[src/rtl/mips_pkg.sv]
// Shared EX-stage definitions: ALUOp encodings driven by ControlUnit, default datapath
// width and the multiplier sequencer states.
package mips_pkg;

    localparam int DEFAULT_WIDTH = 32;

    typedef enum logic [2:0] {
        ALU_ADD = 3'b000,
        ALU_SUB = 3'b001,
        ALU_AND = 3'b010,
        ALU_OR  = 3'b011,
        ALU_SLT = 3'b100,
        ALU_MUL = 3'b101,
        ALU_NOR = 3'b110,
        ALU_XOR = 3'b111
    } aluOp_e;

    typedef enum logic [1:0] {
        IDLE = 2'd0,
        RUN  = 2'd1,
        DONE = 2'd2
    } mulState_e;

endpackage

[src/rtl/ex_booth_multiplier_if.sv]
// EX-stage multiply bundle: the ID/EX side (master) issues operands and flush,
// the multiplier (slave) returns stall, busy, done and the product.
interface ex_booth_multiplier_if
    import mips_pkg::*;
#(
    parameter int WIDTH = DEFAULT_WIDTH
) ();

    logic                 ex_valid;
    logic [2:0]           alu_op;
    logic [WIDTH-1:0]     op_a;
    logic [WIDTH-1:0]     op_b;
    logic                 flush;
    logic                 stall;
    logic                 busy;
    logic                 done;
    logic [2*WIDTH-1:0]   product;

    modport master (
        output ex_valid, alu_op, op_a, op_b, flush,
        input  stall, busy, done, product
    );

    modport slave (
        input  ex_valid, alu_op, op_a, op_b, flush,
        output stall, busy, done, product
    );

endinterface

[src/rtl/ex_booth_multiplier_booth_step.sv]
// One radix-2 Booth iteration: conditional add/subtract of M into A selected by {Q[0],Q_1},
// followed by an arithmetic right shift of the {A,Q,Q_1} chain.
module booth_step #(
    parameter int WIDTH = 32
) (
    input  logic signed [WIDTH:0]   aIn,
    input  logic        [WIDTH-1:0] qIn,
    input  logic                    q1In,
    input  logic signed [WIDTH:0]   mIn,
    output logic signed [WIDTH:0]   aOut,
    output logic        [WIDTH-1:0] qOut,
    output logic                    q1Out
);

    logic signed [WIDTH:0] sum;

    always_comb begin
        sum = aIn;
        case ({qIn[0], q1In})
            2'b01:   sum = aIn + mIn;
            2'b10:   sum = aIn - mIn;
            default: sum = aIn;
        endcase
        // Shift the whole chain right by one, replicating the sign of A.
        aOut  = {sum[WIDTH], sum[WIDTH:1]};
        qOut  = {sum[0], qIn[WIDTH-1:1]};
        q1Out = qIn[0];
    end

endmodule

[src/rtl/ex_booth_multiplier.sv]
// Sequential radix-2 Booth signed multiplier for the EX stage: holds the pipeline while
// iterating WIDTH steps, then pulses done for one cycle with the 2*WIDTH-bit product.
module ex_booth_multiplier
    import mips_pkg::*;
#(
    parameter int         WIDTH     = DEFAULT_WIDTH,
    parameter logic [2:0] ALUOP_MUL = ALU_MUL
) (
    input  logic                  clk,
    input  logic                  rst,
    ex_booth_multiplier_if.slave  bus
);

    localparam int                CNT_W    = (WIDTH > 1) ? $clog2(WIDTH) : 1;
    localparam logic [CNT_W-1:0]  LAST_CNT = CNT_W'(WIDTH - 1);

    mulState_e             state;
    logic [CNT_W-1:0]      count;
    logic                  doneReg;
    logic [2*WIDTH-1:0]    productReg;

    logic signed [WIDTH:0] aReg;
    logic signed [WIDTH:0] mReg;
    logic [WIDTH-1:0]      qReg;
    logic                  q1Reg;

    logic signed [WIDTH:0] stepA;
    logic [WIDTH-1:0]      stepQ;
    logic                  stepQ1;
    logic                  start;

    // Gated by rst so stall is already low while reset is held.
    assign start = !rst && bus.ex_valid && (bus.alu_op == ALUOP_MUL) && !bus.flush
                   && (state == IDLE);

    assign bus.stall   = start || ((state == RUN) && !bus.flush);
    assign bus.busy    = (state != IDLE);
    assign bus.done    = doneReg;
    assign bus.product = productReg;

    booth_step #(.WIDTH(WIDTH)) u_step (
        .aIn   (aReg),
        .qIn   (qReg),
        .q1In  (q1Reg),
        .mIn   (mReg),
        .aOut  (stepA),
        .qOut  (stepQ),
        .q1Out (stepQ1)
    );

    always_ff @(posedge clk or posedge rst) begin
        if (rst) begin
            state      <= IDLE;
            count      <= '0;
            doneReg    <= 1'b0;
            productReg <= '0;
        end else begin
            doneReg <= 1'b0;
            case (state)
                IDLE: begin
                    if (start) begin
                        state <= RUN;
                        count <= '0;
                    end
                end
                RUN: begin
                    if (bus.flush) begin
                        state <= IDLE;
                    end else begin
                        count <= count + 1'b1;
                        if (count == LAST_CNT) begin
                            state      <= DONE;
                            doneReg    <= 1'b1;
                            productReg <= {stepA[WIDTH-1:0], stepQ};
                        end
                    end
                end
                default: state <= IDLE;
            endcase
        end
    end

    // Operand/accumulator chain carries no control meaning, so it is left unreset.
    always_ff @(posedge clk) begin
        if (start) begin
            aReg  <= '0;
            qReg  <= bus.op_b;
            q1Reg <= 1'b0;
            mReg  <= {bus.op_a[WIDTH-1], bus.op_a};
        end else if (state == RUN) begin
            aReg  <= stepA;
            qReg  <= stepQ;
            q1Reg <= stepQ1;
        end
    end

endmodule

[src/flat_wrapper.sv]
// flat-port wrapper written by rule: the top's interface ports become plain ports
module ex_booth_multiplier_flat import mips_pkg::*;
#(
    parameter int         WIDTH     = DEFAULT_WIDTH,
    parameter logic [2:0] ALUOP_MUL = ALU_MUL
)
  (clk, rst, bus_ex_valid, bus_alu_op, bus_op_a, bus_op_b, bus_flush, bus_stall, bus_busy, bus_done, bus_product);
  ex_booth_multiplier_if #(.WIDTH(WIDTH)) bus_i ();
  input  logic clk;
  input  logic rst;
  input wire logic [$bits(bus_i.ex_valid)-1:0] bus_ex_valid;
  input wire logic [$bits(bus_i.alu_op)-1:0] bus_alu_op;
  input wire logic [$bits(bus_i.op_a)-1:0] bus_op_a;
  input wire logic [$bits(bus_i.op_b)-1:0] bus_op_b;
  input wire logic [$bits(bus_i.flush)-1:0] bus_flush;
  output wire logic [$bits(bus_i.stall)-1:0] bus_stall;
  output wire logic [$bits(bus_i.busy)-1:0] bus_busy;
  output wire logic [$bits(bus_i.done)-1:0] bus_done;
  output wire logic [$bits(bus_i.product)-1:0] bus_product;
  assign bus_i.ex_valid = bus_ex_valid;
  assign bus_i.alu_op = bus_alu_op;
  assign bus_i.op_a = bus_op_a;
  assign bus_i.op_b = bus_op_b;
  assign bus_i.flush = bus_flush;
  assign bus_stall = bus_i.stall;
  assign bus_busy = bus_i.busy;
  assign bus_done = bus_i.done;
  assign bus_product = bus_i.product;
  ex_booth_multiplier #(.WIDTH(WIDTH), .ALUOP_MUL(ALUOP_MUL)) u_core (.clk(clk), .rst(rst), .bus(bus_i));
endmodule
[config.mk]
export PLATFORM = sky130hd
export DESIGN_NAME = ex_booth_multiplier_flat
export DESIGN_NICKNAME = d
export VERILOG_FILES = /design/src/rtl/mips_pkg.sv /design/src/rtl/ex_booth_multiplier_if.sv /design/src/rtl/ex_booth_multiplier_booth_step.sv /design/src/rtl/ex_booth_multiplier.sv /design/src/flat_wrapper.sv
export SDC_FILE = /design/constraint.sdc
export NUM_CORES = 1
export LEC_CHECK = 0
export ABC_AREA = 1
export BUFFER_PORTS_ARGS = -buffer_cell sky130_fd_sc_hd__buf_2
export CAP_MARGIN = 5
export CORE_MARGIN = 4
export CORE_UTILIZATION = 35
export DETAILED_ROUTE_END_ITERATION = 10
export GPL_ROUTABILITY_DRIVEN = 0
export PLACE_DENSITY = 0.54
export RECOVER_POWER = 25
export SETUP_SLACK_MARGIN = 0.15
export SLEW_MARGIN = 0
export SYNTH_ARGS = -nofsm -noshare
export SYNTH_HDL_FRONTEND = slang
export SYNTH_SLANG_ARGS = --single-unit
[constraint.sdc]
create_clock -name clk -period 4.1 [get_ports clk]
set_clock_uncertainty 0.1 [all_clocks]
set_input_delay 0.205 -clock clk [delete_from_list [all_inputs] [get_ports clk]]
set_output_delay 0.205 -clock clk [all_outputs]
set_load 0.01 [all_outputs]
==> results.yml <==
run_status:
  status: "complete, but fails checks"
  violations: "capacitance limit, slew limit"
global_route:
  antenna_found_initial: 0
  grt_pass1_wl_um: 43500
  grt_usage_pct: 17.7
  grt.overflow.total: 0
  grt_max_degree: 73
  grt_pass1_vias: 8642
sta:
  finalSetupTns_ns: 0
  finalCriticalPeriod_ns: 3.45
  fmax_ghz: 0.290
  hold_slack_ns: 0.0491
  rsz0062_at_grt: "false"
  final_max_slew_viol_count: 34
  finalHoldViolations: 0
  tightestPinTransition_ns: 1.56
  fin_ws_ns: 0.652
  maxSlewHeadroom_pct: -4.56
  finalCritPeriodShare_pct: 84.1
  setup_viol: 0
drt:
  final_antenna_net_count: 0
  dr_total_vias: 8561
  wl_per_cell_um: 14.3
  dr.pass1.iters: 5
  via_per_inst: 4.71
  drc: 0
  drt_iter0_markers: 559
  wirelength_um: 26000
pwr:
  combPwrFrac_pct: 38.9
  max-vdd-ir-drop_uv: 277
  leakagePower_nw: 5.96
  power_density_mw_per_mm2: 514
  p_seq_share_pct: 34.5
  clkPwrFrac_pct: 26.5
  swShare_pct: 40.7
  internal_power_w: 0.00359
  power_w: 0.00605
  power.switching_w: 0.00247
logic_synthesis:
  async_reset_ff_share_pct: 42.6
  synthXorXnorAreaFrac_pct: 3.13
  synth_flop_cell: "dfrtp_1"
  synth_compound_area_share_pct: 7.56
  synth_area_mm2: 0.00953
  ys_ff_latch: 169
  synth_top_family_by_area: "simple AND/OR/NAND/NOR gates"
  synth_cell_types: 45
  synth.top_cell.area_share_pct: 20.2
  muxShareOfSynthArea_pct: 0
  syn_nets: 1373
  synth_fa_ha_area_share_pct: 4.94
  synth-edff-count: 64
  postSynthCellCount: 1265
  syn_area_per_cell_um2: 7.53
  synth_area_leader_cell: "edfxtp_1"
  yosysWarnings: 0
  synth_simple_gate_area_share_pct: 31.1
  yosysSeqAreaShare_pct: 46.0
  synthTopCellsByArea: "edfxtp_1 (20%), nand2_1 (20%), dfrtp_1 (19%)"
floorplan:
  die_area_mm2: 0.0299
  ioPinCount: 138
  dieHeight_um: 173
  dieWidth_um: 173
  rows: 60
  core_mm2: 0.0269
  start_util_pct: 35.5
final_layout:
  finalNetCount: 1570
  area_delta_synth_final_pct: 23.6
  drive_gt1_share_pct: 12.5
  diodes: 0
clock_tree:
  numCtsBuffers: 17
  cts_max_level: 4
  cts_tree: "yes"
  clkLatencyLatePin_ns: 0.43
  clkTransAtPathRegs_ns: 0.07
  cts_root_buffer: "clkbuf_16"
  cts_max_path_buffers: 2
  cts_sinks: 169
place:
  pre_cts_ws_ns: 0.716
  port_buffers: 137
  hpwl_um: 19000
critical_path:
  required_ns: 4.37
  r2r_start: "u_core.mReg[2]"
  arrival_ns: 3.71
  critical_path_class: "reg2reg"
  critPathLaunch: "u_core.mReg[2]"
  cp-start-kind: "flop"
  cp-end-kind: "flop"
  crit_fanout: 5
flow_run:
  maxCapViolCount: 1
worst_hold_path:
  hp-start: "bus_op_b[0]"
  hp-class: "in2reg"
[power groups by stage]
stage          registers [W]  logic, W  clock network, W
2_1_floorplan        0.00205   0.00175                 0
3_3_place_gp         0.00213   0.00230                 0
3_5_place_dp         0.00213   0.00229                 0
4_1_cts              0.00210   0.00236           0.00165
5_1_grt              0.00211   0.00272           0.00172
6_report             0.00209   0.00236           0.00161
[per-stage QoR]
step           cell area, um^2  utilization [%]  cells
2_1_floorplan             9530                -   1265
3_3_place_gp             10600             39.4   1719
3_5_place_dp             10600             39.4   1719
4_1_cts                  11800             44.0   1816
5_1_grt                  11800             43.8   1816
6_report                 11800             43.8   1816
[final cells by class]
cell class                      count  area, um^2
Clock buffer                       17         425
Sequential cell                   169        4380
Clock inverter                     15         161
Inverter                          143         538
Timing Repair Buffer              212        1390
Multi-Input combinational cell    919        4460
Tap cell                          341         427
Fill cell                        2774       15100
[flip-flops by register name (all words and copies together) (netlist names)]
register / flops
u_core.state: 2
u_core.aReg: 32
u_core.bus.product: 64
u_core.qReg: 32
u_core.q1Reg: 1
u_core.mReg: 32
u_core.count: 5
u_core.bus.done: 1
[placed cells by master (no fill, tap or decap), drive strengths merged, types with 2 or more instances in the layout]
cell type,n
nand2,510
inv,146
buf,117
nor2,85
nand3,79
dfrtp,72
o21ai,68
dlygate4sd3,65
edfxtp,64
clkbuf,47
a21oi,39
ha,36
dfxtp,33
xor2,22
or2,14
nor3,13
xnor2,12
clkinv,8
nand4,6
o21bai,5
a31oi,5
nor4,4
o21a,4
clkinvlp,4
a21o,3
and2,2
and3,2
o22ai,2
nand3b,2
o31ai,2
[logic make-up (layout without fill, tap and decap cells)]
group           Yosys count  after routing
simple gates            718            718
buf+inv                 177            387
flops                   169            169
compound gates          130            130
fa+ha+maj                37             37
xor+xnor                 34             34
[worst max-delay path: stages, from the launching register on]
cell and delay (ns):
edfxtp_1 0.40, inv_1 0.10, nand3_1 0.11, nor3_2 0.30, nand3_1 0.21, nor3_2 0.19, or2_2 0.15, xor2_1 0.15
inv_1 0.06, ha_1 0.38, nand2_1 0.12, nor2_1 0.15, inv_1 0.10, nor4_1 0.22, nand2_1 0.13, nand3_1 0.09
nand2_1 0.06, nand3_1 0.15, nand3_1 0.11, nand2_1 0.11
[cells in the mapped netlist, types with 3 or more instances]
library cell,count
nand3_2,3
o21a_1,3
nand3_1,76
clkbuf_1,18
buf_2,12
edfxtp_1,64
o21bai_1,5
nand2_2,4
nor2_1,80
nor3_1,10
a31oi_1,5
dfrtp_1,72
a21oi_1,39
nor3_2,3
nor2_4,4
o21ai_0,61
ha_1,36
nor4_1,4
or2_1,3
dfxtp_1,33
a21o_1,3
nand2_1,506
xor2_1,22
buf_4,3
o21ai_1,5
inv_1,139
xnor2_1,12
nand4_1,6
or2_2,11
[metal layers]
layer  wire length [um]  up-vias  track usage [%]
met1              11800     3949             23.0
met5                  0        -                0
met4                469        0             4.76
li1                   -     4420                -
met2              12600      168             30.3
met3               1090       24             3.21
[what timing repair did]
item	in CTS	in global routing
hold endpoints to repair	96	0
setup buffers	0	0
hold buffers	65	0
resized for setup	0	0
[final timing paths]
kind	depth (start not counted)	end	slack, ns
hold reg to reg	2	u_core.bus.product[17]	0.37
setup / recovery	19	u_core.bus.product[57]	0.65
min in group asynchronous	3	u_core.bus.product[29]	0.58
setup reg to reg	19	u_core.bus.product[57]	0.65
hold / removal	3	u_core.qReg[0]	0.05
max in group asynchronous	4	u_core.bus.product[63]	2.09
No activity file was read; power rests on OpenSTA's default activity.
